==> config.mk <==
export PLATFORM = sky130hd
export DESIGN_NAME = wallace_mult_pipe_flat
export DESIGN_NICKNAME = d
export VERILOG_FILES = /design/src/rtl/wallace_mult_pipe_if.sv /design/src/rtl/wallace_mult_pipe.sv /design/src/flat_wrapper.sv
export SDC_FILE = /design/constraint.sdc
export NUM_CORES = 1
export LEC_CHECK = 0
export CAP_MARGIN = 20
export CORE_MARGIN = 5
export CORE_UTILIZATION = 45
export DETAILED_ROUTE_END_ITERATION = 16
export PLACE_DENSITY = 0.72
export SLEW_MARGIN = 20
export SYNTH_ARGS = -nofsm -noshare
export SYNTH_HDL_FRONTEND = slang
export SYNTH_SLANG_ARGS = --single-unit
==> constraint.sdc <==
create_clock -name clk_i -period 3.6 [get_ports clk_i]
set_input_delay 0.72 -clock clk_i [delete_from_list [all_inputs] [get_ports clk_i]]
set_output_delay 0.72 -clock clk_i [all_outputs]
set_load 0.01 [all_outputs]
==> src/rtl/wallace_mult_pipe_if.sv <==
// Operand/result handshake bundle for wallace_mult_pipe.
// The producer drives the in_* side and the consumer drives out_ready_i.
interface wallace_mult_pipe_if #(
  parameter int WIDTH = 8
);
  logic               in_valid_i;
  logic               in_ready_o;
  logic [WIDTH-1:0]   multiplier_i;
  logic [WIDTH-1:0]   multiplicand_i;
  logic               signed_i;
  logic               out_valid_o;
  logic               out_ready_i;
  logic [2*WIDTH-1:0] product_o;
  logic               signed_o;

  modport master (
    output in_valid_i,
    output multiplier_i,
    output multiplicand_i,
    output signed_i,
    output out_ready_i,
    input  in_ready_o,
    input  out_valid_o,
    input  product_o,
    input  signed_o
  );

  modport slave (
    input  in_valid_i,
    input  multiplier_i,
    input  multiplicand_i,
    input  signed_i,
    input  out_ready_i,
    output in_ready_o,
    output out_valid_o,
    output product_o,
    output signed_o
  );
endinterface

==> src/rtl/wallace_mult_pipe.sv <==
// Pipelined signed/unsigned Wallace-tree multiplier with a global-stall
// valid/ready pipe; in_ready_o depends combinationally on out_ready_i.
module wallace_mult_pipe #(
  parameter int WIDTH  = 8,
  parameter int STAGES = 3
) (
  input logic                clk_i,
  input logic                rst_ni,
  wallace_mult_pipe_if.slave bus
);
  localparam int PW   = 2 * WIDTH;
  localparam int ROWS = WIDTH + 1;
  localparam int MID  = STAGES - 2;
  localparam int NM   = (MID > 0) ? MID : 1;

  typedef logic [ROWS-1:0][PW-1:0] rows_t;

  function automatic int rows_after(input int n);
    int r;
    r = ROWS;
    for (int l = 0; l < ROWS; l++)
      if (l < n && r > 2) r = 2 * (r / 3) + r % 3;
    return r;
  endfunction

  function automatic int num_levels();
    int n;
    n = 0;
    for (int l = 0; l < ROWS; l++)
      if (rows_after(l) > 2) n++;
    return n;
  endfunction

  localparam int LV = num_levels();

  function automatic rows_t gen_pp(
    input logic [WIDTH-1:0] a,
    input logic [WIDTH-1:0] b,
    input logic             sg
  );
    rows_t pp;
    logic  t;
    pp = '0;
    for (int i = 0; i < WIDTH; i++) begin
      for (int j = 0; j < WIDTH; j++) begin
        t = a[i] & b[j];
        // Baugh-Wooley: MSB row/column terms inverted, corner term kept
        if (sg && ((i == WIDTH - 1) != (j == WIDTH - 1))) t = ~t;
        pp[i][i+j] = t;
      end
    end
    pp[WIDTH][WIDTH] = sg;
    pp[WIDTH][PW-1]  = sg;
    return pp;
  endfunction

  function automatic rows_t csa(input rows_t x, input int r);
    rows_t y;
    int    g3;
    y  = '0;
    g3 = r / 3;
    for (int g = 0; g < ROWS / 3; g++) begin
      if (g < g3) begin
        y[2*g]   = x[3*g] ^ x[3*g+1] ^ x[3*g+2];
        y[2*g+1] = ((x[3*g] & x[3*g+1]) |
                    (x[3*g] & x[3*g+2]) |
                    (x[3*g+1] & x[3*g+2])) << 1;
      end
    end
    // leftover rows pass straight through behind the compressed pairs
    for (int i = 0; i < ROWS; i++)
      if (i >= 3 * g3 && i < r) y[i-g3] = x[i];
    return y;
  endfunction

  function automatic rows_t reduce(
    input rows_t x,
    input int    lo,
    input int    hi
  );
    rows_t y;
    y = x;
    for (int l = 0; l < ROWS; l++)
      if (l >= lo && l < hi) y = csa(y, rows_after(l));
    return y;
  endfunction

  function automatic logic [PW-1:0] cpa(input rows_t x);
    return x[0] + x[1];
  endfunction

  logic              adv;
  logic [STAGES-1:0] v_q, v_d;
  logic [STAGES-1:0] s_q, s_d;
  logic [WIDTH-1:0]  a_q, b_q;
  rows_t             mid_q [NM];
  rows_t             mid_d [NM];
  rows_t             fin;
  logic [PW-1:0]     p_q, p_d;

  assign adv             = ~v_q[STAGES-1] | bus.out_ready_i;
  assign bus.in_ready_o  = adv;
  assign bus.out_valid_o = v_q[STAGES-1];
  assign bus.product_o   = p_q;
  assign bus.signed_o    = s_q[STAGES-1];

  assign v_d = {v_q[STAGES-2:0], bus.in_valid_i};
  assign s_d = {s_q[STAGES-2:0], bus.signed_i};

  if (MID > 0) begin : g_mid
    for (genvar t = 0; t < MID; t++) begin : g_lvl
      if (t == 0) begin : g_first
        assign mid_d[t] = reduce(gen_pp(a_q, b_q, s_q[0]),
                                 0, LV / MID);
      end else begin : g_next
        assign mid_d[t] = reduce(mid_q[t-1],
                                 t * LV / MID,
                                 (t + 1) * LV / MID);
      end
    end
    assign fin = mid_q[MID-1];
  end else begin : g_flat
    assign mid_d[0] = '0;
    assign fin      = reduce(gen_pp(a_q, b_q, s_q[0]), 0, LV);
  end

  assign p_d = cpa(fin);

  always_ff @(posedge clk_i or negedge rst_ni) begin
    if (!rst_ni) begin
      v_q <= '0;
      s_q <= '0;
      a_q <= '0;
      b_q <= '0;
      p_q <= '0;
      for (int t = 0; t < NM; t++) mid_q[t] <= '0;
    end else if (adv) begin
      v_q <= v_d;
      s_q <= s_d;
      a_q <= bus.multiplier_i;
      b_q <= bus.multiplicand_i;
      p_q <= p_d;
      for (int t = 0; t < NM; t++) mid_q[t] <= mid_d[t];
    end
  end
endmodule

==> src/flat_wrapper.sv <==
// flat-port wrapper written by rule: the top's interface ports become plain ports
module wallace_mult_pipe_flat 
#(
  parameter int WIDTH  = 8,
  parameter int STAGES = 3
)
  (clk_i, rst_ni, bus_in_valid_i, bus_multiplier_i, bus_multiplicand_i, bus_signed_i, bus_out_ready_i, bus_in_ready_o, bus_out_valid_o, bus_product_o, bus_signed_o);
  wallace_mult_pipe_if #(.WIDTH(WIDTH)) bus_i ();
  input logic clk_i;
  input logic rst_ni;
  input wire logic [$bits(bus_i.in_valid_i)-1:0] bus_in_valid_i;
  input wire logic [$bits(bus_i.multiplier_i)-1:0] bus_multiplier_i;
  input wire logic [$bits(bus_i.multiplicand_i)-1:0] bus_multiplicand_i;
  input wire logic [$bits(bus_i.signed_i)-1:0] bus_signed_i;
  input wire logic [$bits(bus_i.out_ready_i)-1:0] bus_out_ready_i;
  output wire logic [$bits(bus_i.in_ready_o)-1:0] bus_in_ready_o;
  output wire logic [$bits(bus_i.out_valid_o)-1:0] bus_out_valid_o;
  output wire logic [$bits(bus_i.product_o)-1:0] bus_product_o;
  output wire logic [$bits(bus_i.signed_o)-1:0] bus_signed_o;
  assign bus_i.in_valid_i = bus_in_valid_i;
  assign bus_i.multiplier_i = bus_multiplier_i;
  assign bus_i.multiplicand_i = bus_multiplicand_i;
  assign bus_i.signed_i = bus_signed_i;
  assign bus_i.out_ready_i = bus_out_ready_i;
  assign bus_in_ready_o = bus_i.in_ready_o;
  assign bus_out_valid_o = bus_i.out_valid_o;
  assign bus_product_o = bus_i.product_o;
  assign bus_signed_o = bus_i.signed_o;
  wallace_mult_pipe #(.WIDTH(WIDTH), .STAGES(STAGES)) u_core (.clk_i(clk_i), .rst_ni(rst_ni), .bus(bus_i));
endmodule
After elaboration in Yosys (flattened, before gate mapping)
Cells that the tools add are included.
Operators by class
  $add $sub $neg: 1
  mux-type cells: 14
  bitwise operators: 129
Operators by type and width (number)
  AND 15 bit: 12
  bitwise OR 15 bit: 12
  XOR 16 bit: 8
  AND 1 bit: 64
  adder 16 bit: 1
  XOR 15 x 16 -> 16 bit: 1
  AND 14 x 15 -> 15 bit: 1
  AND 15 x 9 -> 15 bit: 1
  inverter 1 bit: 15
  bitwise OR 15 x 10 -> 15 bit: 1
  bitwise OR 15 x 13 -> 15 bit: 1
  XOR 14 x 15 -> 15 bit: 1
  AND 14 x 9 -> 14 bit: 1
  2-to-1 mux 1 bit: 14
  AND 11 x 13 -> 13 bit: 1
  AND 12 x 13 -> 13 bit: 1
  XOR 12 x 13 -> 13 bit: 1
  AND 11 x 12 -> 12 bit: 1
  XOR 11 x 12 -> 12 bit: 1
  AND 8 x 10 -> 10 bit: 1
  AND 9 x 10 -> 10 bit: 1
  XOR 9 x 10 -> 10 bit: 1
  AND 8 x 9 -> 9 bit: 1
  XOR 8 x 9 -> 9 bit: 1
  bitwise OR 1 bit: 1
Word-level totals
  flip-flop bits (word level): 69
  input port bits: 21
  output and inout bits: 19

Longest topological paths before layout
  depth in word-level cells: 15
  gate-level depth with buffers: 11
  gate-level depth less buffers: 10

Worst setup path after synthesis
No wires, ideal clock.
  kind: register -> register
  start point: reg u_core.b_q[3]
  end point: reg u_core.fin[7] (netlist name)
  setup time: 0.065 ns
  data arrival time: 2.910 ns
  slack: 0.625 ns
  stages on the path, launching flop included: 11
  path buffers: 1
  period minus slack after synthesis: 2.975 ns
  cells stage by stage: dfrtp_1 -> clkbuf_1 -> and2_1 -> fa_1 -> inv_1 -> fa_1 -> inv_1 -> fa_1 -> fa_1 -> nand2_1 -> nand2_1
RTL lines
  from (decl): RTL line wallace_mult_pipe.sv:95  | logic [WIDTH-1:0] a_q, b_q;
  from (signal assigned): RTL line wallace_mult_pipe.sv:141  | b_q <= bus.multiplicand_i;

==> out/results.txt <==
Hold WC Path Type: input port to asynchronous set/reset pin
Post-CTS setup buffers: 0
Post-Synthesis Cells: 517
Die width: 111 µm
RSZ-0062 raised after global routing: false
Clock Sink Count: 65
CP Max Fanout: 9
First-pass GRT wire length: 15.3 mm
CTS buffer count: 9
Starting DRT DRC Count: 176
Max_slew headroom: 0.456
Pwr/cell area: 893 nW/µm²
Hold-fix buffers at CTS: 0
Final Cycle Share: 0.856
I/O Buffers: 39
1st-pass router iterations: 4
Total global-route track usage: 0.150
Layout Nets: 638
Ys Warns: 0
TritonCTS clock tree: built
Leak: 2.66 nW
Clk_lat worst skew: 0.35 ns
# diodes: 0
Seq/Total Area, Yosys: 0.356
Clk root buf: clkbuf_8
Post-Syn Area: 4560 µm²
Actual slew at the worst max-slew pin: 0.816 ns
Drt via density: 4.74
Final Wtd Congestion: 0.879
Fillers: 956
Vias in the first global route: 3271
Via count: 3242
Core area: 9820 µm²
Worst Setup Start Kind: flip-flop
Max-Cap Viols: 0
RR Startpoint: u_core.a_q[5]$_DFFE_PN0P_
Syn avg cell area: 8.83 µm²
Layout cells sized above 1: 0.0526
Status: completed
Die Y-Extent: 111 µm
Final WL: 8.71 mm
HPWL Detailed: 6.51 mm
Final Max Tran Viols: 0
Worst endpoint required time: 3.88 ns
Yosys reg bits: 65
Largest net degree at the start of global routing: 75
Synth cell types: 33
Crit end category: flip-flop
Fmax: 325 MHz
Die footprint: 12300 µm²
Total gr overflow: 0
Clock Skew: 0.0169 ns
Area delta synth->final: 14.8%
Syn nets: 609
Routed WL per cell: 12.7 µm
Post-layout min period: 3.08 ns
# H-tree levels: 3
Clock buffer depth: 2
IO Pins: 40
Post-route ant nets: 0
DRC violations left: 0
Initial Utilization: 0.465
Gates resized, CTS repair: 0
Clock-pin slew on the worst setup and hold paths: 0.09 ns
WS Path Type: flip-flop to flip-flop
Rows: 36
Initial antenna violation count: 0
TNS Setup: 0 ns
Fin cells: 684
Final-report setup violation count: 0
CP Data Arrival Time: 3.36 ns
Max VDD drop: 0.380 mV
Placed cells: 668
Tot Pwr: 4.68 mW
Worst Setup SP: u_core.a_q[5]$_DFFE_PN0P_
Final hold vios: 0
## routing by layer
metal	vias to the layer above	routed length [µm]	GRT usage
li1	1636	-	-
met1	1546	4240	0.209
met2	51	4110	0.233
met3	9	268	0.0328
met4	0	94	0.0476
met5	-	0	0
## worst max-delay path, stage by stage (launching register included)
cell and delay, ns:
dfrtp_1 0.46, and2_1 0.21, fa_1 0.53, inv_1 0.06, fa_1 0.53, inv_1 0.05
fa_1 0.50, fa_1 0.55, nand2_1 0.05, nand2_1 0.08
## power breakdown
part | internal [mW] | switching, mW
registers | 1.04 | 0.233
clock network | 0.327 | 0.313
logic | 1.26 | 1.51
total | 2.62 | 2.06
## final timing paths
path                                                  endpoint  slack, ns  cells after the start
setup reg to reg                     u_core.fin[7]$_DFFE_PN0P_       0.52                      9
hold reg to reg            u_core.bus.product_o[0]$_DFFE_PN0P_       0.47                      2
min in group clk_i         u_core.bus.product_o[0]$_DFFE_PN0P_       0.47                      2
hold / removal                      u_core.fin[12]$_DFFE_PN0P_       0.46                      1
setup / recovery                     u_core.fin[7]$_DFFE_PN0P_       0.52                      9
max in group asynchronous            u_core.a_q[4]$_DFFE_PN0P_       2.42                      2
## stage by stage
step	util	setup slack, ns	hold WS [ns]	cell area, µm²
4_1_cts	0.534	0.504	0.475	5240
5_1_grt	0.534	0.394	0.490	5240
3_5_place_dp	0.513	0.526	0.456	5040
3_3_place_gp	0.513	0.552	0.446	5040
6_report	0.534	0.518	0.462	5240
2_1_floorplan	-	0.625	0.424	4560
## cell usage in the layout (no fill, tap or decap), types with 2 or more instances in the layout
cell type        netlist  final
nand2_1              196    196
dfrtp_1               65     65
inv_1                 42     42
fa_1                  38     38
clkdlybuf4s50_1        0     38
and2_1                33     33
ha_1                  33     33
nor2_1                15     15
xnor2_1               14     14
a21oi_1               13     13
clkbuf_8               0      9
o21ai_0                8      8
xor2_1                 7      7
buf_4                  0      5
nand2b_1               3      3
a21o_1                 2      2
nand3_1                2      2
nor3_1                 2      2
and3_1                 2      2
o22ai_1                2      2
mux2i_1                2      2
clkinv_4               0      2
clkinv_2               0      2
## cell usage after synthesis
cell	instances	area (µm²)
nor3_2	1	10.0
dfrtp_1	65	1630
xnor2_1	14	123
mux2i_1	2	20.0
o211ai_2	1	12.5
clkbuf_1	11	41.3
o22ai_1	2	12.5
and4_4	1	11.3
nand3_1	2	10.0
fa_1	38	761
o21ai_0	8	40.0
buf_6	1	11.3
nand4_1	1	6.26
nor2_1	15	56.3
a21oi_1	13	65.1
nand2_1	196	736
ha_1	33	413
a21oi_2	1	8.76
a22oi_1	1	7.51
inv_1	42	158
inv_2	1	3.75
xor2_1	7	61.3
nand2b_1	3	18.8
and2_1	33	206
nor2b_1	1	6.26
a21o_1	2	15.0
and3_1	2	12.5
o211ai_1	1	7.51
o21bai_1	1	7.51
buf_2	14	70.1
nor3_1	2	10.0
a31oi_1	1	6.26
or2_4	1	8.76
## cell families after synthesis
kind of cell	synth area share
compound gates	0.0400
xor+xnor	0.0403
fa+ha+maj	0.257
buf+inv	0.0622
flops	0.356
mux	0.00439
simple gates	0.239
## registers in the layout, summed over array words and instances (netlist names)
register and count:
u_core.fin 27, u_core.v_q 3, u_core.s_q 3, u_core.bus.product_o 16, u_core.a_q 8, u_core.b_q 8
## final cells by class
cell class                      count  area (µm²)  area share
Clock buffer                        9         124      0.0236
Timing Repair Buffer               44         423      0.0807
Tap cell                          133         166      0.0318
Sequential cell                    65        1630       0.310
Clock inverter                      7        77.6      0.0148
Multi-Input combinational cell    383        2660       0.508
Inverter                           43         161      0.0308
(Power assumes the default switching activity.)
